==> src/rtl/hps_reset_pkg.sv <==
// Shared encodings and helpers for the HPS reset sequencer.
// State and kind codes stay plain constants so legacy tooling can decode them.
package hps_reset_pkg;

    localparam logic [2:0] ST_IDLE      = 3'd0;
    localparam logic [2:0] ST_ASSERT    = 3'd1;
    localparam logic [2:0] ST_WAIT_DOWN = 3'd2;
    localparam logic [2:0] ST_WAIT_UP   = 3'd3;
    localparam logic [2:0] ST_COOLDOWN  = 3'd4;

    localparam logic KIND_COLD = 1'b0;
    localparam logic KIND_WARM = 1'b1;

    function automatic int clog2(input int value);
        int r;
        r = 0;
        for (int i = 0; i < 31; i++) begin
            if ((32'sd1 <<< i) < value) begin
                r = i + 1;
            end else begin
                r = r;
            end
        end
        return r;
    endfunction

endpackage

==> src/rtl/hps_reset_rr_arb.sv <==
// Combinational round-robin arbiter: the search begins at ptr and wraps
// around N_REQ, returning the first set request as one-hot plus its index.
module hps_reset_rr_arb
    import hps_reset_pkg::*;
#(
    parameter int N_REQ = 4,
    parameter int IDX_W = 2
) (
    input  logic [N_REQ-1:0] req_vec,
    input  logic [IDX_W-1:0] ptr,
    output logic [N_REQ-1:0] grant,
    output logic [IDX_W-1:0] idx,
    output logic             any
);

    function automatic logic [IDX_W-1:0] wrap_idx(input logic [IDX_W-1:0] base, input int off);
        int p;
        p = int'(base) + off;
        if (p >= N_REQ) begin
            p = p - N_REQ;
        end else begin
            p = p;
        end
        return IDX_W'(p);
    endfunction

    logic hit_s;

    // First requester at or after the pointer wins.
    always_comb begin
        grant = {N_REQ{1'b0}};
        idx   = {IDX_W{1'b0}};
        any   = 1'b0;
        hit_s = 1'b0;
        for (int i = 0; i < N_REQ; i++) begin
            hit_s                 = !any && req_vec[wrap_idx(ptr, i)];
            grant[wrap_idx(ptr, i)] = grant[wrap_idx(ptr, i)] | hit_s;
            idx                   = hit_s ? wrap_idx(ptr, i) : idx;
            any                   = any | hit_s;
        end
    end

endmodule

==> src/rtl/hps_reset_sequencer.sv <==
// Arbitrates cold/warm HPS reset requests, drives fixed-width reset pulses,
// then follows hps_fpga_reset_n down and up (with timeouts) before a cooldown.
module hps_reset_sequencer
    import hps_reset_pkg::*;
#(
    parameter int N_REQ        = 4,
    parameter int COLD_PULSE   = 6,
    parameter int WARM_PULSE   = 2,
    parameter int WAIT_TIMEOUT = 1000000,
    parameter int COOLDOWN     = 16,
    parameter int CNT_W        = 20
) (
    input  logic             clock_clk,
    input  logic             reset_reset,
    input  logic [N_REQ-1:0] req_cold,
    input  logic [N_REQ-1:0] req_warm,
    output logic [N_REQ-1:0] req_grant,
    input  logic             hps_fpga_reset_n,
    output logic             hps_cold_reset,
    output logic             hps_warm_reset,
    output logic             busy,
    output logic             timeout_err,
    input  logic             err_clear
);

    localparam int     IDX_W   = (N_REQ > 1) ? clog2(N_REQ) : 1;
    localparam longint CNT_MAX = (64'sd1 <<< CNT_W) - 64'sd1;

    generate
        if (longint'(COLD_PULSE - 1) > CNT_MAX || longint'(WARM_PULSE - 1) > CNT_MAX ||
            longint'(WAIT_TIMEOUT - 1) > CNT_MAX || longint'(COOLDOWN - 1) > CNT_MAX) begin : g_cnt_w_check
            $fatal(1, "hps_reset_sequencer: CNT_W too narrow for a counter load value");
        end
        if (N_REQ < 1 || N_REQ > 8) begin : g_n_req_check
            $fatal(1, "hps_reset_sequencer: N_REQ must be 1..8");
        end
    endgenerate

    localparam logic [CNT_W-1:0] LOAD_COLD = CNT_W'(COLD_PULSE - 1);
    localparam logic [CNT_W-1:0] LOAD_WARM = CNT_W'(WARM_PULSE - 1);
    localparam logic [CNT_W-1:0] LOAD_WAIT = CNT_W'(WAIT_TIMEOUT - 1);
    localparam logic [CNT_W-1:0] LOAD_COOL = CNT_W'(COOLDOWN - 1);

    logic             hfr_meta_r;
    logic             hfr_s;
    logic [2:0]       state_r;
    logic [2:0]       state_nxt_s;
    logic [CNT_W-1:0] cnt_r;
    logic [CNT_W-1:0] cnt_nxt_s;
    logic [CNT_W-1:0] cnt_dec_s;
    logic             cnt_zero_s;
    logic [IDX_W-1:0] ptr_r;
    logic [IDX_W-1:0] ptr_nxt_s;
    logic [N_REQ-1:0] grant_r;
    logic [N_REQ-1:0] grant_nxt_s;
    logic             cold_r;
    logic             cold_nxt_s;
    logic             warm_r;
    logic             warm_nxt_s;
    logic             busy_r;
    logic             timeout_err_r;
    logic             err_set_s;

    logic             kind_s;
    logic [N_REQ-1:0] arb_req_s;
    logic [N_REQ-1:0] arb_grant_s;
    logic [IDX_W-1:0] arb_idx_s;
    logic             arb_any_s;

    // Cold requests shadow warm ones entirely, so only one vector is arbitrated.
    assign kind_s    = (|req_cold) ? KIND_COLD : KIND_WARM;
    assign arb_req_s = (|req_cold) ? req_cold : req_warm;

    hps_reset_rr_arb #(
        .N_REQ (N_REQ),
        .IDX_W (IDX_W)
    ) u_arb (
        .req_vec (arb_req_s),
        .ptr     (ptr_r),
        .grant   (arb_grant_s),
        .idx     (arb_idx_s),
        .any     (arb_any_s)
    );

    assign cnt_zero_s = (cnt_r == {CNT_W{1'b0}});
    assign cnt_dec_s  = cnt_zero_s ? {CNT_W{1'b0}} : (cnt_r - {{(CNT_W-1){1'b0}}, 1'b1});

    // Two-flop synchronizer; idles high so a reset-release does not look like HPS reset.
    always_ff @(posedge clock_clk or posedge reset_reset) begin
        if (reset_reset) begin
            hfr_meta_r <= 1'b1;
            hfr_s      <= 1'b1;
        end else begin
            hfr_meta_r <= hps_fpga_reset_n;
            hfr_s      <= hfr_meta_r;
        end
    end

    // Next-state, counter and output-pulse decisions.
    always_comb begin
        state_nxt_s = state_r;
        cnt_nxt_s   = cnt_dec_s;
        ptr_nxt_s   = ptr_r;
        grant_nxt_s = {N_REQ{1'b0}};
        cold_nxt_s  = cold_r;
        warm_nxt_s  = warm_r;
        err_set_s   = 1'b0;
        case (state_r)
            ST_IDLE: begin
                cold_nxt_s = 1'b0;
                warm_nxt_s = 1'b0;
                if (arb_any_s) begin
                    state_nxt_s = ST_ASSERT;
                    grant_nxt_s = arb_grant_s;
                    if (int'(arb_idx_s) == N_REQ - 1) begin
                        ptr_nxt_s = {IDX_W{1'b0}};
                    end else begin
                        ptr_nxt_s = arb_idx_s + {{(IDX_W-1){1'b0}}, 1'b1};
                    end
                    if (kind_s == KIND_COLD) begin
                        cold_nxt_s = 1'b1;
                        cnt_nxt_s  = LOAD_COLD;
                    end else begin
                        warm_nxt_s = 1'b1;
                        cnt_nxt_s  = LOAD_WARM;
                    end
                end else begin
                    state_nxt_s = ST_IDLE;
                end
            end
            ST_ASSERT: begin
                if (cnt_zero_s) begin
                    cold_nxt_s  = 1'b0;
                    warm_nxt_s  = 1'b0;
                    cnt_nxt_s   = LOAD_WAIT;
                    state_nxt_s = ST_WAIT_DOWN;
                end else begin
                    state_nxt_s = ST_ASSERT;
                end
            end
            ST_WAIT_DOWN: begin
                if (!hfr_s) begin
                    cnt_nxt_s   = LOAD_WAIT;
                    state_nxt_s = ST_WAIT_UP;
                end else if (cnt_zero_s) begin
                    err_set_s   = 1'b1;
                    cnt_nxt_s   = LOAD_COOL;
                    state_nxt_s = ST_COOLDOWN;
                end else begin
                    state_nxt_s = ST_WAIT_DOWN;
                end
            end
            ST_WAIT_UP: begin
                if (hfr_s) begin
                    cnt_nxt_s   = LOAD_COOL;
                    state_nxt_s = ST_COOLDOWN;
                end else if (cnt_zero_s) begin
                    err_set_s   = 1'b1;
                    cnt_nxt_s   = LOAD_COOL;
                    state_nxt_s = ST_COOLDOWN;
                end else begin
                    state_nxt_s = ST_WAIT_UP;
                end
            end
            ST_COOLDOWN: begin
                if (cnt_zero_s) begin
                    state_nxt_s = ST_IDLE;
                end else begin
                    state_nxt_s = ST_COOLDOWN;
                end
            end
            default: begin
                state_nxt_s = ST_IDLE;
                cnt_nxt_s   = {CNT_W{1'b0}};
                cold_nxt_s  = 1'b0;
                warm_nxt_s  = 1'b0;
            end
        endcase
    end

    // Sequencer state and registered outputs; reset truncates any pulse in flight.
    always_ff @(posedge clock_clk or posedge reset_reset) begin
        if (reset_reset) begin
            state_r       <= ST_IDLE;
            cnt_r         <= {CNT_W{1'b0}};
            ptr_r         <= {IDX_W{1'b0}};
            grant_r       <= {N_REQ{1'b0}};
            cold_r        <= 1'b0;
            warm_r        <= 1'b0;
            busy_r        <= 1'b0;
            timeout_err_r <= 1'b0;
        end else begin
            state_r <= state_nxt_s;
            cnt_r   <= cnt_nxt_s;
            ptr_r   <= ptr_nxt_s;
            grant_r <= grant_nxt_s;
            cold_r  <= cold_nxt_s;
            warm_r  <= warm_nxt_s;
            busy_r  <= (state_nxt_s != ST_IDLE);
            // A new timeout takes priority over a simultaneous clear.
            if (err_set_s) begin
                timeout_err_r <= 1'b1;
            end else if (err_clear) begin
                timeout_err_r <= 1'b0;
            end else begin
                timeout_err_r <= timeout_err_r;
            end
        end
    end

    assign req_grant      = grant_r;
    assign hps_cold_reset = cold_r;
    assign hps_warm_reset = warm_r;
    assign busy           = busy_r;
    assign timeout_err    = timeout_err_r;

endmodule

==> config.mk <==
export PLATFORM = sky130hd
export DESIGN_NAME = hps_reset_sequencer
export DESIGN_NICKNAME = d
export VERILOG_FILES = /design/src/rtl/hps_reset_pkg.sv /design/src/rtl/hps_reset_rr_arb.sv /design/src/rtl/hps_reset_sequencer.sv
export SDC_FILE = /design/constraint.sdc
export NUM_CORES = 1
export LEC_CHECK = 0
export ABC_AREA = 1
export CAP_MARGIN = 40
export CORE_AREA = 2 2 76 78
export CTS_CLUSTER_SIZE = 20
export DETAILED_ROUTE_END_ITERATION = 12
export DIE_AREA = 0 0 78 80
export HOLD_SLACK_MARGIN = 0.02
export PLACE_DENSITY = 0.74
export SETUP_SLACK_MARGIN = 0.2
export SLEW_MARGIN = 20
export SYNTH_ARGS = -nofsm -noshare
export SYNTH_HDL_FRONTEND = slang
export SYNTH_SLANG_ARGS = --single-unit
export TNS_END_PERCENT = 30
==> constraint.sdc <==
create_clock -name clock_clk -period 3.5 [get_ports clock_clk]
set_input_delay 0.7 -clock clock_clk [delete_from_list [all_inputs] [get_ports clock_clk]]
set_output_delay 0.7 -clock clock_clk [all_outputs]
set_load 0.005 [all_outputs]
==> metrics.yaml <==
run_status:
  status: "completed"
layout:
  syn_to_final_growth_pct: 18.3
  antenna_cells: 0
  final_core_util_pct: 51.7
  drive_gt1_share_pct: 8.93
  final_cell_mix: "nand2_1 (58), nand3_1 (49), inv_1 (45)"
  final_common_cell: "nand2_1"
  finalNetCount: 363
power_and_ir_drop:
  p_leak_nw: 1.29
  p_per_area_nw_per_um2: 319
  vdd_drop_max_v: 0.000239
clocking:
  cts_buffer_depth: 2
  clkTransAtPathRegs_ps: 80
  clock_latency_ps: 290
  cts_root_buf: "clkbuf_8"
  cts_made_buffers: 5
  cts_max_level: 2
  ctsHoldBuffers: 0
  cts.sinks: 35
  cts_tree: "built"
logic_synthesis:
  avgSynthCellArea_sq_um: 7.41
  synth_seq_area_share_pct: 37.2
  synth_edf_count: 0
  syn-num-nets: 336
  yosys_most_used_dff: "dfrtp_1"
  syn_area_sq_um: 2360
  synth.distinct_cells: 40
  ys_ff_latch: 35
  syn_inst: 319
  async_flop_share_pct: 100
  synth_warnings: 0
drt:
  vias: 2184
  via_per_inst: 5.21
  wl_per_cell_um: 12.6
  drc: 0
  ant_nets: 0
  dr_wl_met2_um: 2460
  drtPass1Iterations: 4
  drt_iter0_markers: 130
  routed_wl_um: 5290
  top_layer: "met4"
  met1_length_um: 2520
  wl_met3_um: 265
hold_path:
  hold_depth: 0
  hold_path_class: "reg -> reg"
die:
  die_area_sq_um: 6240
  ios: 20
  chipWidth_um: 78
  core_sq_um: 5410
  fp.dieH_um: 80
  initial_core_util_pct: 43.7
  placement_rows: 27
critical_path:
  end_kind: "flop"
  crit_path_start_kind: "input pin"
  rrSetupSlack_ps: 610
  ff2ff_path_depth: 11
  cp_max_fo: 7
  crit_required_ps: 3690
  cp.arrival_ps: 3120
  path_class: "in -> reg"
timing:
  period_share_pct: 83.8
  finalClockSkew_ps: 9.86
  tightest_slew_ps: 755
  drv_slew: 0
  max_slew_margin_pct: 48.4
  setup_violations: 0
  rsz0062_at_grt: "true"
  timing.fmax_ghz: 0.341
  hold_viol_final: 0
  final.setup.tns_ps: 0
  finalCriticalPeriod_ps: 2930
placed_design:
  io_buffer_count: 19
  gp_congestion: 0.924
  dp.final_hpwl_um: 3970
grt:
  track_usage_pct: 18.6
  grt_max_degree: 36
  grt_pass1_vias: 2108
  antenna_found_initial: 0
  grt_overflow: 0
  grt_pass1_wl_um: 9360
run:
  drv_cap: 0
-- per-stage QoR --
stage               power [mW]  area [sq um]  setup WS [ps]  cells  hold slack, ps
global placement         0.463          2660            283    411             346
global route             0.920          2800            187    419             367
finish                   0.892          2800            567    419             363
CTS                      0.900          2790            551    419             366
detailed placement       0.464          2660            245    411             355
floorplan                0.443          2360           1010    319             345
-- report_power, final --
| part | internal [mW] | switching, mW | leakage, nW | total [mW] |
|---|---|---|---|---|
| combinational | 0.0199 | 0.0290 | 0.819 | 0.0489 |
| clock | 0.284 | 0.152 | 0.0644 | 0.436 |
| sequential | 0.406 | 0.000835 | 0.410 | 0.407 |
-- path summary, 6_finish.rpt --
| path | start | end |
|---|---|---|
| worst max register to register | cnt_r[0]$_DFF_PP0_ | hps_warm_reset$_DFFE_PP0P_ |
| worst min register to register | hfr_meta_r$_DFF_PP1_ | hfr_s$_DFF_PP1_ |
| max in group asynchronous | reset_reset | hfr_s$_DFF_PP1_ |
| worst max-delay path | req_cold[0] | req_grant[0]$_DFF_PP0_ |
| min in group asynchronous | reset_reset | cnt_r[18]$_DFF_PP0_ |
| worst min-delay path | hfr_meta_r$_DFF_PP1_ | hfr_s$_DFF_PP1_ |
-- routing by layer --
metal / track usage [%] / vias to the layer above
met2: 29.3 / 47
met4: 5.61 / 0
li1: - / 1106
met5: 0 / -
met3: 4.30 / 5
met1: 25.6 / 1026
-- kinds of logic (layout without fill, tap and decap cells) --
kind of cell	count (synthesis)	count (layout)	synth area share (%)
AOI/OAI and AO/OA	42	42	10.4
xor gates and xnor gates	15	15	5.56
adders and majority gates	5	5	2.65
buffers and inverters	50	78	8.15
DFF	35	35	37.2
muxes	1	1	0.476
and+or+nand+nor	171	171	35.6
-- registers in the layout, indices dropped and copies added, names as in the netlist, named ones only --
signal and flops:
hfr_s 1, req_grant 4, busy 1, cnt_r 20, ptr_r 1, state_r 3
timeout_err 1, hfr_meta_r 1, hps_cold_reset 1, hps_warm_reset 1
-- final cells by class --
cell class              instances  area (sq um)
repair buffers                 23           220
clock inverters                 3          67.6
multi-input cells             234          1290
well taps                      72          90.1
clock buffers                   5          68.8
fillers                       533          2610
inverters                      47           176
flip-flops and latches         35           878
-- repair_timing --
item | CTS | global route
setup endpoints to repair | 0 | 4
buffers inserted | 0 | 0
resized for setup | 0 | 1
endpoints found under the hold margin | 0 | 0
-- worst max-delay path, cell delays in order --
cell	delay, ps
clkdlybuf4s50_1	450
nor2_1	200
nand3_1	110
nand3_1	100
nand3_1	110
nand2_2	160
inv_1	110
nand2_1	160
nand3_1	110
nand3_1	80
nand3_1	80
nand2_1	140
nand3_1	100
nand3_1	90
nand3_1	80
nand2_1	130
nand3_1	90
nand2_1	90
inv_1	40
-- Yosys cell counts, drive strengths merged (3+ instances only) --
master	count	area share, %
nand2	60	9.6
o22ai	3	0.79
a21oi	5	1.1
dfrtp	33	35
and2	4	1.1
nor4	3	1.3
nor3	16	5.2
o21ai	23	4.9
inv	47	7.5
nand3	50	11
nor2	29	4.8
ha	5	2.6
a31oi	3	0.79
xor2	13	4.8
Note: power is estimated with default switching activity, not from simulation.
